<file path="config.mk">
export PLATFORM = sky130hd
export DESIGN_NAME = alu_input_sequencer
export DESIGN_NICKNAME = d
export VERILOG_FILES = /design/src/rtl/alu_input_sequencer.sv
export SDC_FILE = /design/constraint.sdc
export NUM_CORES = 1
export LEC_CHECK = 0
export CORE_MARGIN = 1.5
export CORE_UTILIZATION = 40
export CTS_CLUSTER_DIAMETER = 100
export DETAILED_ROUTE_END_ITERATION = 12
export GPL_ROUTABILITY_DRIVEN = 1
export PLACE_DENSITY = 0.64
export SYNTH_ARGS = -nofsm -noshare
export SYNTH_HDL_FRONTEND = slang
export SYNTH_SLANG_ARGS = --single-unit
</file>
<file path="constraint.sdc">
create_clock -name clk -period 2 [get_ports clk]
set_input_delay 0.4 -clock clk [delete_from_list [all_inputs] [get_ports clk]]
set_output_delay 0.4 -clock clk [all_outputs]
set_load 0.01 [all_outputs]
</file>
<file path="src/rtl/alu_input_sequencer.sv">
// ALU input sequencer: the user commits A, B and the control word one at a
// time from shared data switches, each commit made by a debounced key press.
//
// state | meaning
// S_A   | waiting for press to load operand A
// S_B   | waiting for press to load operand B
// S_OP  | waiting for press to load ALU control
// S_RUN | A, B, ctrl committed; o_valid high

module alu_input_sequencer #(
  parameter int N               = 4,
  parameter int DEBOUNCE_CYCLES = 500000
) (
  input  logic         clk,
  input  logic         rst,
  input  logic         i_key_n,
  input  logic         i_clear,
  input  logic [N-1:0] i_data,
  output logic [N-1:0] o_a,
  output logic [N-1:0] o_b,
  output logic [1:0]   o_ctrl,
  output logic         o_valid,
  output logic [1:0]   o_state,
  output logic         o_press
);

  localparam int CW = $clog2(DEBOUNCE_CYCLES) + 1;
  localparam logic [CW-1:0] CNT_LAST = CW'(DEBOUNCE_CYCLES - 1);

  typedef enum logic [1:0] {
    S_A   = 2'd0,
    S_B   = 2'd1,
    S_OP  = 2'd2,
    S_RUN = 2'd3
  } state_t;

  logic          key_m;
  logic          key_s;
  logic          deb;
  logic          deb_d;
  logic [CW-1:0] cnt;
  logic          press;

  state_t        state_q;
  state_t        state_d;
  logic [N-1:0]  a_d;
  logic [N-1:0]  b_d;
  logic [1:0]    ctrl_d;

  // Two-flop synchroniser; resets to the released (high) level.
  always_ff @(posedge clk) begin
    if (rst) begin
      key_m <= 1'b1;
      key_s <= 1'b1;
    end else begin
      key_m <= i_key_n;
      key_s <= key_m;
    end
  end

  // Debouncer: accept a new level only after it has differed from deb for DEBOUNCE_CYCLES cycles.
  always_ff @(posedge clk) begin
    if (rst) begin
      deb <= 1'b1;
      cnt <= '0;
    end else if (key_s == deb) begin
      cnt <= '0;
    end else if (cnt == CNT_LAST) begin
      deb <= key_s;
      cnt <= '0;
    end else begin
      cnt <= cnt + 1'b1;
    end
  end

  // press is the combinational falling-edge of deb; the sequencer and o_press both register it.
  assign press = deb_d & ~deb;

  // Delay deb for edge detection and register the debug press pulse.
  always_ff @(posedge clk) begin
    if (rst) begin
      deb_d   <= 1'b1;
      o_press <= 1'b0;
    end else begin
      deb_d   <= deb;
      o_press <= press;
    end
  end

  // Next-state and next-register logic; clear overrides a coincident press.
  always_comb begin
    state_d = state_q;
    a_d     = o_a;
    b_d     = o_b;
    ctrl_d  = o_ctrl;
    if (i_clear) begin
      state_d = S_A;
      a_d     = '0;
      b_d     = '0;
      ctrl_d  = '0;
    end else if (press) begin
      case (state_q)
        S_A: begin
          a_d     = i_data;
          state_d = S_B;
        end
        S_B: begin
          b_d     = i_data;
          state_d = S_OP;
        end
        S_OP: begin
          ctrl_d  = i_data[1:0];
          state_d = S_RUN;
        end
        default: begin
          state_d = S_A;
        end
      endcase
    end
  end

  // State and operand registers; o_valid tracks the next state so it matches S_RUN exactly.
  always_ff @(posedge clk) begin
    if (rst) begin
      state_q <= S_A;
      o_a     <= '0;
      o_b     <= '0;
      o_ctrl  <= '0;
      o_valid <= 1'b0;
    end else begin
      state_q <= state_d;
      o_a     <= a_d;
      o_b     <= b_d;
      o_ctrl  <= ctrl_d;
      o_valid <= (state_d == S_RUN);
    end
  end

  assign o_state = state_q;

endmodule

</file>
# --- Word level (Yosys, flattened, before mapping) ---
# Cells that the tools add are included.
word_totals:
  reg_bits: 38
  in_bits: 8
  output_inout_bits: 14
classes:
  n_addsub: 1
  eq_ne: 5
  n_mux: 3
  bitwise_logic: 3
  n_reduce_logical: 7
op_table:
  columns: ["op", "count"]
  rows:
  - ["$add 20x1->20 const B", 1]
  - ["$eq 20x19->1 const B", 1]
  - ["$reduce_and 2->1", 4]
  - ["$pmux 2 s3", 1]
  - ["$eq 2x2->1 const B", 2]
  - ["$mux 2", 2]
  - ["$reduce_or 3->1", 1]
  - ["$eq 2x1->1 const B", 1]
  - ["$logic_not 2->1", 1]
  - ["$not 1->1", 2]
  - ["$reduce_or 2->1", 1]
  - ["$and 1x1->1", 1]
  - ["$eq 1x1->1", 1]

# --- Logic depth before layout (Yosys ltp) ---
# Gate-level depths: netlist of run 1.
depth:
  depth_word: 5
  depth_mapped: 6
  depth_no_buf: 6

# --- Worst setup path before layout of run 1 ---
# OpenSTA, ideal clock, no wires.
synth_path:
  path_type: "register to register"
  start: "register cnt[0]"
  end: "register cnt[12]"
  setup_ns: 0.115
  arrival_time_ns: 1.553
  required_time_ns: 1.885
  setup_slack_ns: 0.332
  stages_incl_launch_ff: 7
  n_path_buf: 1
  path_cell_list: "dfxtp_1 -> ha_1 -> nand4_2 -> or2_1 -> o21ai_2 -> buf_4 -> nor2_1"
synth_via:
  elab_chain_cells: 2
  word_cells_on_any_way: 3
synth_rtl:
  columns: ["element", "line", "source"]
  rows:
  - ["start: declaration", "41", "logic [CW-1:0] cnt;"]
  - ["start signal: assignment", "72", "cnt <= cnt + 1'b1;"]
  - ["branches (longest 2 deep; another with $add 20x1->20)", null, null]
# Parallel ways; which one is timed is not known.
# A chain may end at the register's enable or synchronous reset.

# --- Final worst setup path of run 1 ---
layout_path:
  start: "register cnt[0]"
  end: "register cnt[16]"
# Same word-level chain as after synthesis.

==> metrics.sh, run 1 <==
MET1_LENGTH_UM=1440
TIGHTESTPINTRANSITION_NS=0.440
GRT_ANTENNA_BEFORE_REPAIR=0
SETUP_VIOL=0
FLOORPLAN.IO_PINS=22
SYNTH_ENABLE_FLOP_CELLS=0
SYNTH_TOP_AREA_SHARE_PCT=47.8
NUM_ANTENNA_CELLS=0
CTS_RESIZED=0
LAYOUT.CORE_UTILIZATION_PCT=53.6
TOTAL_LEAKAGE_POWER_nW=0.607
GRT_PASS1_WL_UM=5390
CTS_BUFFERS=5
MAX_STAGE_DELAY_NS=0.44
ROUTE.VIAS.TOTAL=1318
NUMBER_OF_SEARCH_AND_REPAIR_ITERATIONS_IN_THE_FIRST_DETAILED_ROUTING_PASS=4
TRACK_USAGE_PCT=16.1
DETAILED_PLACE.AREA_MM2=0.00186
SYNTHESIS.AREA_MM2=0.00159
N_FILL_CELL=371
CTS_TREE='built'
DP.FINAL_HPWL_UM=2280
SYNTH_SEQUENTIAL_AREA_RATIO_PCT=47.8
OUTCOME='complete, no violations'
SHARE_SEQ_OF_TOTAL_POWER_PCT=48.1
YS.WARNINGS.COUNT=0
GRT_PASS1_VIAS=1219
CTS_POST_SETUP_BUFFERS_INSERTED=0
GLOBALROUTEOVERFLOWTOTAL=0
SETUP.WORST_PATH.CLASS='flip-flop to flip-flop'
TOP_SIGNAL_LAYER_USED='met4'
INITIAL_UTILIZATION_PCT=42.5
POSTSYNTHREGISTERBITS=38
MIN_PATH_TYPE='flip-flop to flip-flop'
IO_BUFFER_COUNT=21
GPL.FINAL_WEIGHTED_CONGESTION=0.815
FP-ROW-COUNT=22
TIMING.FINAL.CRIT_SHARE_PCT=88.5
POSTSYNTH.TOPFLOPCELL='dfxtp_1'
FLOW.AREA_GROWTH_FROM_SYNTHESIS_PCT=25.9
SYNTH_COMPOUND_GATE_AREA_SHARE_PCT=6.91
CTS_ROOT_BUFFER='clkbuf_8'
SLEW-LIMIT-HEADROOM_PCT=70.4
NETS=222
CORE_MM2=0.00374
VDD.IR_DROP.WORST_V=0.000452
SETUP.WORST_PATH.START_CLASS='flip-flop'
FINALWIRELENGTH_UM=3010
CRIT_PATH_MAX_FANOUT=6
POST_DRT_WL_PER_CELL_UM=11.6
HTREE_LEVELS=2
LAYOUT_MIN_CYCLE_TIME_NS=1.77
SYNTH_LARGEST_AREA_CELL='dfxtp_1'
SYNTH_TOP_FAMILY_BY_AREA='simple AND/OR/NAND/NOR gates'
POST_SYNTH_INST_COUNT=183
CLOCK_POWER_SHARE_PCT=50.0
MOST_NUMEROUS_CELL_IN_THE_YOSYS_NETLIST='dfxtp_1'
MET3_LENGTH_UM=128
GRT_SETUP_UNREPAIRED='no'
CLK_PIN_SLEW_NS=0.07
MAX_CLOCK_FREQ_MHz=565
ROUTE.ANTENNA.REMAINING_NETS=0
SYNTH_XOR_XNOR_AREA_SHARE_PCT=8.25
SYNTH.TOP_CELLS.BY_COUNT='dfxtp_1, nor2_1, nand2_1'
POSTSYNTHAREAPERCELL_UM2=8.70
CRITICAL_PATH.CELL_CHAIN='ha_1 > nand4_2 > buf_4 > nor4_1 > xnor2_1 > nor2_1'
SLOWEST_STAGE='nor4_1'
GRT_MAX_DEGREE=18
WORST-ENDPOINT-REQUIRED_NS=2.17
WORST_CLOCK_SKEW_NS=0.00529
POST_SYNTH_NUM_CELL_TYPES=29
ARRIVAL_TIME_AT_THE_WORST_ENDPOINT_NS=1.94
POWER_DENSITY_mW_PER_MM2=788
SYNTH-SIMPLE-AREA-SHARE_PCT=28.9
POWER.COMBINATIONAL.FRACTION_PCT=1.9
FINAL_MAX_SLEW_VIOL_COUNT=0
SYNTH_TOP_CELLS_BY_AREA='dfxtp_1, xnor2_1, nor2_1'
DRT-VIAS-PER-INSTANCE=5.09
REMAINING_DRC_ERRORS=0
SW_FRAC_OF_TOTAL_PCT=17.3
CTS.SINK_COUNT=38
CLK_LATENCY_NS=0.29
YS_ASYNC_SR_FRACTION_PCT=0
SWITCHING_POWER_mW=0.274
HOLD_BUFFERS=0
MET2_WIRELENGTH_UM=1410
DIE_HEIGHT_UM=66.1
DIEWIDTH_UM=66.1
SYNTHESIS.NETS=195
FINAL_LAYOUT_SIZE_SUFFIX_GT1_SHARE_PCT=9.00
SYNTH.MUX.AREA_FRACTION_PCT=1.26
CRIT_PATH_END_KIND='flip-flop'
FINAL_CELL_AREA_MM2=0.00201
SYNTH_FA_HA_AREA_SHARE_PCT=3.14
SETUP_TNS_NS=0
DR.FIRST_ITER.DRC_COUNT=62
DIEAREA_MM2=0.00437
CAP_VIOLATIONS=0
P_INT_mW=1.31
HOLD_VIOL_FINAL=0
CTS.PATH.MAX_BUFFERS=2
==> area by class of cell <==
cell class / instances / area (µm²) / share of cell area [%]
Multi-Input combinational cell: 132 / 772 / 38.5
Sequential cell: 38 / 761 / 37.9
Timing Repair Buffer: 25 / 240 / 12.0
Clock buffer: 6 / 82.6 / 4.12
Clock inverter: 2 / 60.1 / 2.99
Tap cell: 48 / 60.1 / 2.99
Inverter: 8 / 30.0 / 1.50
==> worst max-delay path: cells and delay by family, from the launching register on <==
family / cells / cell delay, ns
DFF: 1 / 0.41
buffers and inverters: 1 / 0.19
xor gates and xnor gates: 1 / 0.17
and+or+nand+nor: 3 / 0.63
adders and majority gates: 1 / 0.25
==> per-stage QoR <==
step	hold WS [ns]	setup WS, ns	total power, mW	cells
after floorplan	0.389	0.332	0.788	183
after global placement	0.394	0.355	0.807	251
after detailed placement	0.402	0.255	0.808	251
after CTS	0.421	0.225	1.60	259
after global routing	0.436	0.158	1.64	259
final	0.415	0.231	1.58	259
==> kinds of logic (layout without fill, tap and decap cells) <==
family,after synthesis,after routing
mux,2,2
flops,38,38
xor+xnor,15,15
buf+inv,13,41
compound gates,20,20
simple gates,91,91
fa+ha+maj,4,4
==> cells in the final DEF, fill, tap and decap left out <==
master           netlist  routed
clkdlybuf4s50_1        0      21
nor2b_1                1       1
nand4_2                2       2
bufinv_16              0       2
o21ai_2                1       1
and2_1                 1       1
dfxtp_1               38      38
ha_1                   4       4
mux2i_1                2       2
or3_1                  1       1
a21oi_1               14      14
buf_4                  1       4
o31ai_1                2       2
or4_1                  2       2
o21ai_0                2       2
nor4b_2                1       1
nor2_1                27      27
nand3_1               15      15
nor3_1                 3       3
xnor2_1               14      14
nor4_1                 8       8
a31oi_1                1       1
nand2_1               18      18
or2_2                  3       3
or2_1                  3       3
nand4_1                5       5
inv_1                  8       8
clkbuf_8               0       6
xor2_1                 1       1
nor4b_1                1       1
==> power groups by stage <==
stage	sequential [mW]	combinational (mW)	clock (mW)
2_1_floorplan	0.777	0.0105	0
3_3_place_gp	0.777	0.0297	0
3_5_place_dp	0.778	0.0308	0
4_1_cts	0.760	0.0308	0.812
5_1_grt	0.760	0.0334	0.848
6_report	0.760	0.0306	0.791
==> metal layers <==
| metal | track usage, % | up-vias |
|---|---|---|
| met2 | 24.6 | 26 |
| met3 | 5.62 | 4 |
| met4 | 5.36 | 0 |
| met5 | 0 | - |
| li1 | - | 677 |
| met1 | 21.0 | 611 |
==> state kept, by name, indices dropped and copies added, names as in the netlist <==
| name | count |
|---|---|
| o_press | 1 |
| o_b | 4 |
| o_valid | 1 |
| key_m | 1 |
| o_state | 2 |
| o_ctrl | 2 |
| deb | 1 |
| key_s | 1 |
| cnt | 20 |
| o_a | 4 |
| deb_d | 1 |
==> worst paths after layout <==
path,from,to,slack [ns],cells past startpoint
worst min register to register,key_m,key_s,0.41,1
worst max register to register,cnt[0],cnt[16],0.23,6
worst min-delay path,key_m,key_s,0.41,1
worst max-delay path,cnt[0],cnt[16],0.23,6
(Power assumes the default switching activity.)
==> inputs of run 2 (changes only) <==
Settings changed: CORE_ASPECT_RATIO set to 1.2.
==> run 2 against run 1 <==
Effect of this change:
- sequential cell count stayed put
- sequential power hardly changed
- combinational power is 4% lower
- routed wire length is 3.3% lower
- global-route usage is 1.1 points lower
- worst hold slack better by 0.0020 ns
- setup slack better by 0.060 ns
- non-clock buffer count is 2 lower
- clock skew is 0.0032 ns lower
- clock-buffer cell count is 1 higher
- critical path type unchanged
- first-iteration DRC count is 16% lower
- critical endpoint is now cnt[18]
==> metrics.sh, run 2 (same netlist as run 1, synthesis figures left out) <==
FINAL_MAX_SLEW_VIOL_COUNT=0  # unchanged
MIN_PATH_TYPE='flip-flop to flip-flop'
DP.FINAL_HPWL_UM=2200  # -3.2%
SLEW-LIMIT-HEADROOM_PCT=77.5  # +7.1 points
CAP_VIOLATIONS=0  # unchanged
POST_DRT_WL_PER_CELL_UM=11.2  # -3.6%
CORE_MM2=0.00372  # -0.53%
LAYOUT_COMMON_CELLS='dfxtp_1, nor2_1, clkdlybuf4s50_1'
CRITICAL_PATH_BUFFERS_AND_INVERTERS=0  # -1
ROUTE.ANTENNA.REMAINING_NETS=0  # unchanged
HOLD_VIOL_FINAL=0  # unchanged
FP-ROW-COUNT=24  # +9.1%
FINALHOLDWORSTSLACK_NS=0.417  # +0.00202 ns
CRIT_PATH_MAX_FANOUT=8  # +2
REMAINING_DRC_ERRORS=0  # unchanged
CLK_PIN_SLEW_NS=0.06  # about the same
GRT_PASS1_VIAS=1185  # -2.8%
NETS=220  # -0.90%
CRIT_PATH_END_KIND='flip-flop'
FLOW.AREA_GROWTH_FROM_SYNTHESIS_PCT=21.1
NUM_ANTENNA_CELLS=0  # unchanged
N_FILL_CELL=381  # +2.7%
IO_BUFFER_COUNT=21  # unchanged
CTS_ROOT_BUFFER='clkbuf_8'
CRITICAL_PATH.CELL_CHAIN='ha_1 > nand4_2 > nor4_1 > mux2i_1 > nor4b_2'
VDD.IR_DROP.WORST_V=0.000386  # -15%
DIEWIDTH_UM=60.6  # -8.3%
DETAILED_PLACE.AREA_MM2=0.00185  # -0.54%
CTS_BUFFERS=5  # unchanged
MOST_COMMON_CELL_AFTER_LAYOUT_FILL_AND_TAPS_ASIDE='dfxtp_1'
POWER_DENSITY_mW_PER_MM2=652  # -17%
ARRIVAL_TIME_AT_THE_WORST_ENDPOINT_NS=1.90  # -0.04 ns
DIE_HEIGHT_UM=72.1  # +9.1%
ROUTE.VIAS.TOTAL=1288  # -2.3%
INSTANCES_NO_FILL=260  # +0.39%
GLOBALROUTEOVERFLOWTOTAL=0  # unchanged
WORST_HOLD_PATH.NUM_CELLS=1  # unchanged
FLOORPLAN.IO_PINS=22  # unchanged
WORST-ENDPOINT-REQUIRED_NS=2.19  # +0.02 ns
FINAL_LAYOUT_SIZE_SUFFIX_GT1_SHARE_PCT=6.73  # -2.3 points
SETUP_TNS_NS=0  # unchanged
CLK_LATENCY_NS=0.28  # about the same
MAX_CLOCK_FREQ_MHz=585  # +3.5%
LAYOUT_MIN_CYCLE_TIME_NS=1.71  # -0.0605 ns
BIGGEST_REGISTER='cnt'
TRACK_USAGE_PCT=15.0  # -1.1 points
GRT_ANTENNA_BEFORE_REPAIR=0  # unchanged
GRT_MAX_DEGREE=20  # +2
REGAREA_UM2=761  # unchanged
DRT-VIAS-PER-INSTANCE=4.95  # -2.7%
CTS.SINK_COUNT=38  # unchanged
TOTAL_LEAKAGE_POWER_nW=0.566  # -6.8%
CTS_RESIZED=0  # unchanged
CRITICAL_PATH_DEPTH=5  # -1
NUMBER_OF_SEARCH_AND_REPAIR_ITERATIONS_IN_THE_FIRST_DETAILED_ROUTING_PASS=4  # unchanged
DPL.CELL_COUNT=253  # +0.80%
CTS_TREE='built'
GRT_PASS1_WL_UM=5060  # -6.1%
LAYOUT.CORE_UTILIZATION_PCT=51.8  # -1.8 points
CTS.PATH.MAX_BUFFERS=2  # unchanged
INITIAL_UTILIZATION_PCT=42.8  # +0.23 points
SETUP.WORST_PATH.START_CLASS='flip-flop'
FINAL_CELL_AREA_MM2=0.00193  # -3.8%
DIEAREA_MM2=0.00437  # about the same
DR.FIRST_ITER.DRC_COUNT=52  # -16%
HTREE_LEVELS=2  # unchanged
GPL.FINAL_WEIGHTED_CONGESTION=0.796  # -2.3%
LARGEST_REG_FLOPS=20  # unchanged
MULTI_INPUT_AREA_UM2=772  # unchanged
TIGHTESTPINTRANSITION_NS=0.334  # -0.106 ns
HOLD_BUFFERS=0  # unchanged
WORST_CLOCK_SKEW_NS=0.00211  # -0.00318 ns
MAX_STAGE_DELAY_NS=0.39  # -0.05 ns
OUTCOME='complete, no violations'
TIMING.FINAL.CRIT_SHARE_PCT=85.4  # -3.0 points
SLOWEST_STAGE='dfxtp_1'
GRT_SETUP_UNREPAIRED='no'
LARGEST_REGISTERS='cnt x20, o_a x4, o_b x4'
CTS_POST_SETUP_BUFFERS_INSERTED=0  # unchanged
WORST_R2R_PATH_CELLS=5  # -1
SETUP.WORST_PATH.CLASS='flip-flop to flip-flop'
SETUP_VIOL=0  # unchanged
FINALWIRELENGTH_UM=2910  # -3.3%
CP_TOP_FAMILY='simple AND/OR/NAND/NOR gates'
-- run 2: cell count changes in the layout (fill, tap and decap cells not counted) --
| cell | previous run | this run |
|---|---|---|
| buf_4 | 4 | 2 |
| bufinv_16 | 2 | 0 |
| clkbuf_1 | 0 | 2 |
| clkbuf_8 | 6 | 5 |
-- run 2: cell type report --
type	count	area share, %
multi-input cells	132	40.0
flip-flops and latches	38	39.4
repair buffers	23	11.7
clock buffers	7	3.96
well taps	52	3.37
inverters	8	1.56
-- run 2: through the flow --
step / power, mW / setup WS [ns]
after floorplan: 0.788 / 0.332
after global placement: 0.807 / 0.359
after detailed placement: 0.807 / 0.298
after CTS: 1.28 / 0.282
after global routing: 1.32 / 0.130
final: 1.26 / 0.291
-- run 2: routing by layer --
metal / vias up / global-route usage (%) / wire length (µm)
met5: - / 0 / 0
met4: 0 / 5.07 / 16
met3: 2 / 4.28 / 82
met2: 16 / 23.5 / 1440
met1: 597 / 19.7 / 1380
li1: 673 / - / -
-- run 2: worst paths after layout --
kind / from / end / slack [ns]
worst max-delay path: cnt[0] / cnt[18] / 0.29
worst min-delay path: key_m / key_s / 0.42
worst max register to register: cnt[0] / cnt[18] / 0.29
worst min register to register: key_m / key_s / 0.42
-- run 2: report_power, final --
group	switching [mW]	leakage [nW]	internal [mW]
registers	0.00142	0.307	0.759
logic	0.0130	0.221	0.0165
clock network	0.228	0.0383	0.240
-- run 2: worst register-to-register path, stage by stage, from the launching register on --
cell,delay [ns]
dfxtp_1,0.39
ha_1,0.24
nand4_2,0.20
nor4_1,0.39
mux2i_1,0.15
nor4b_2,0.25
==> inputs of run 3 (changes only) <==
Settings changed: CTS_CLUSTER_DIAMETER 100 to 50.
==> results of run 3 <==
No change in the layout: final DEF, timing and power equal those of run 2.
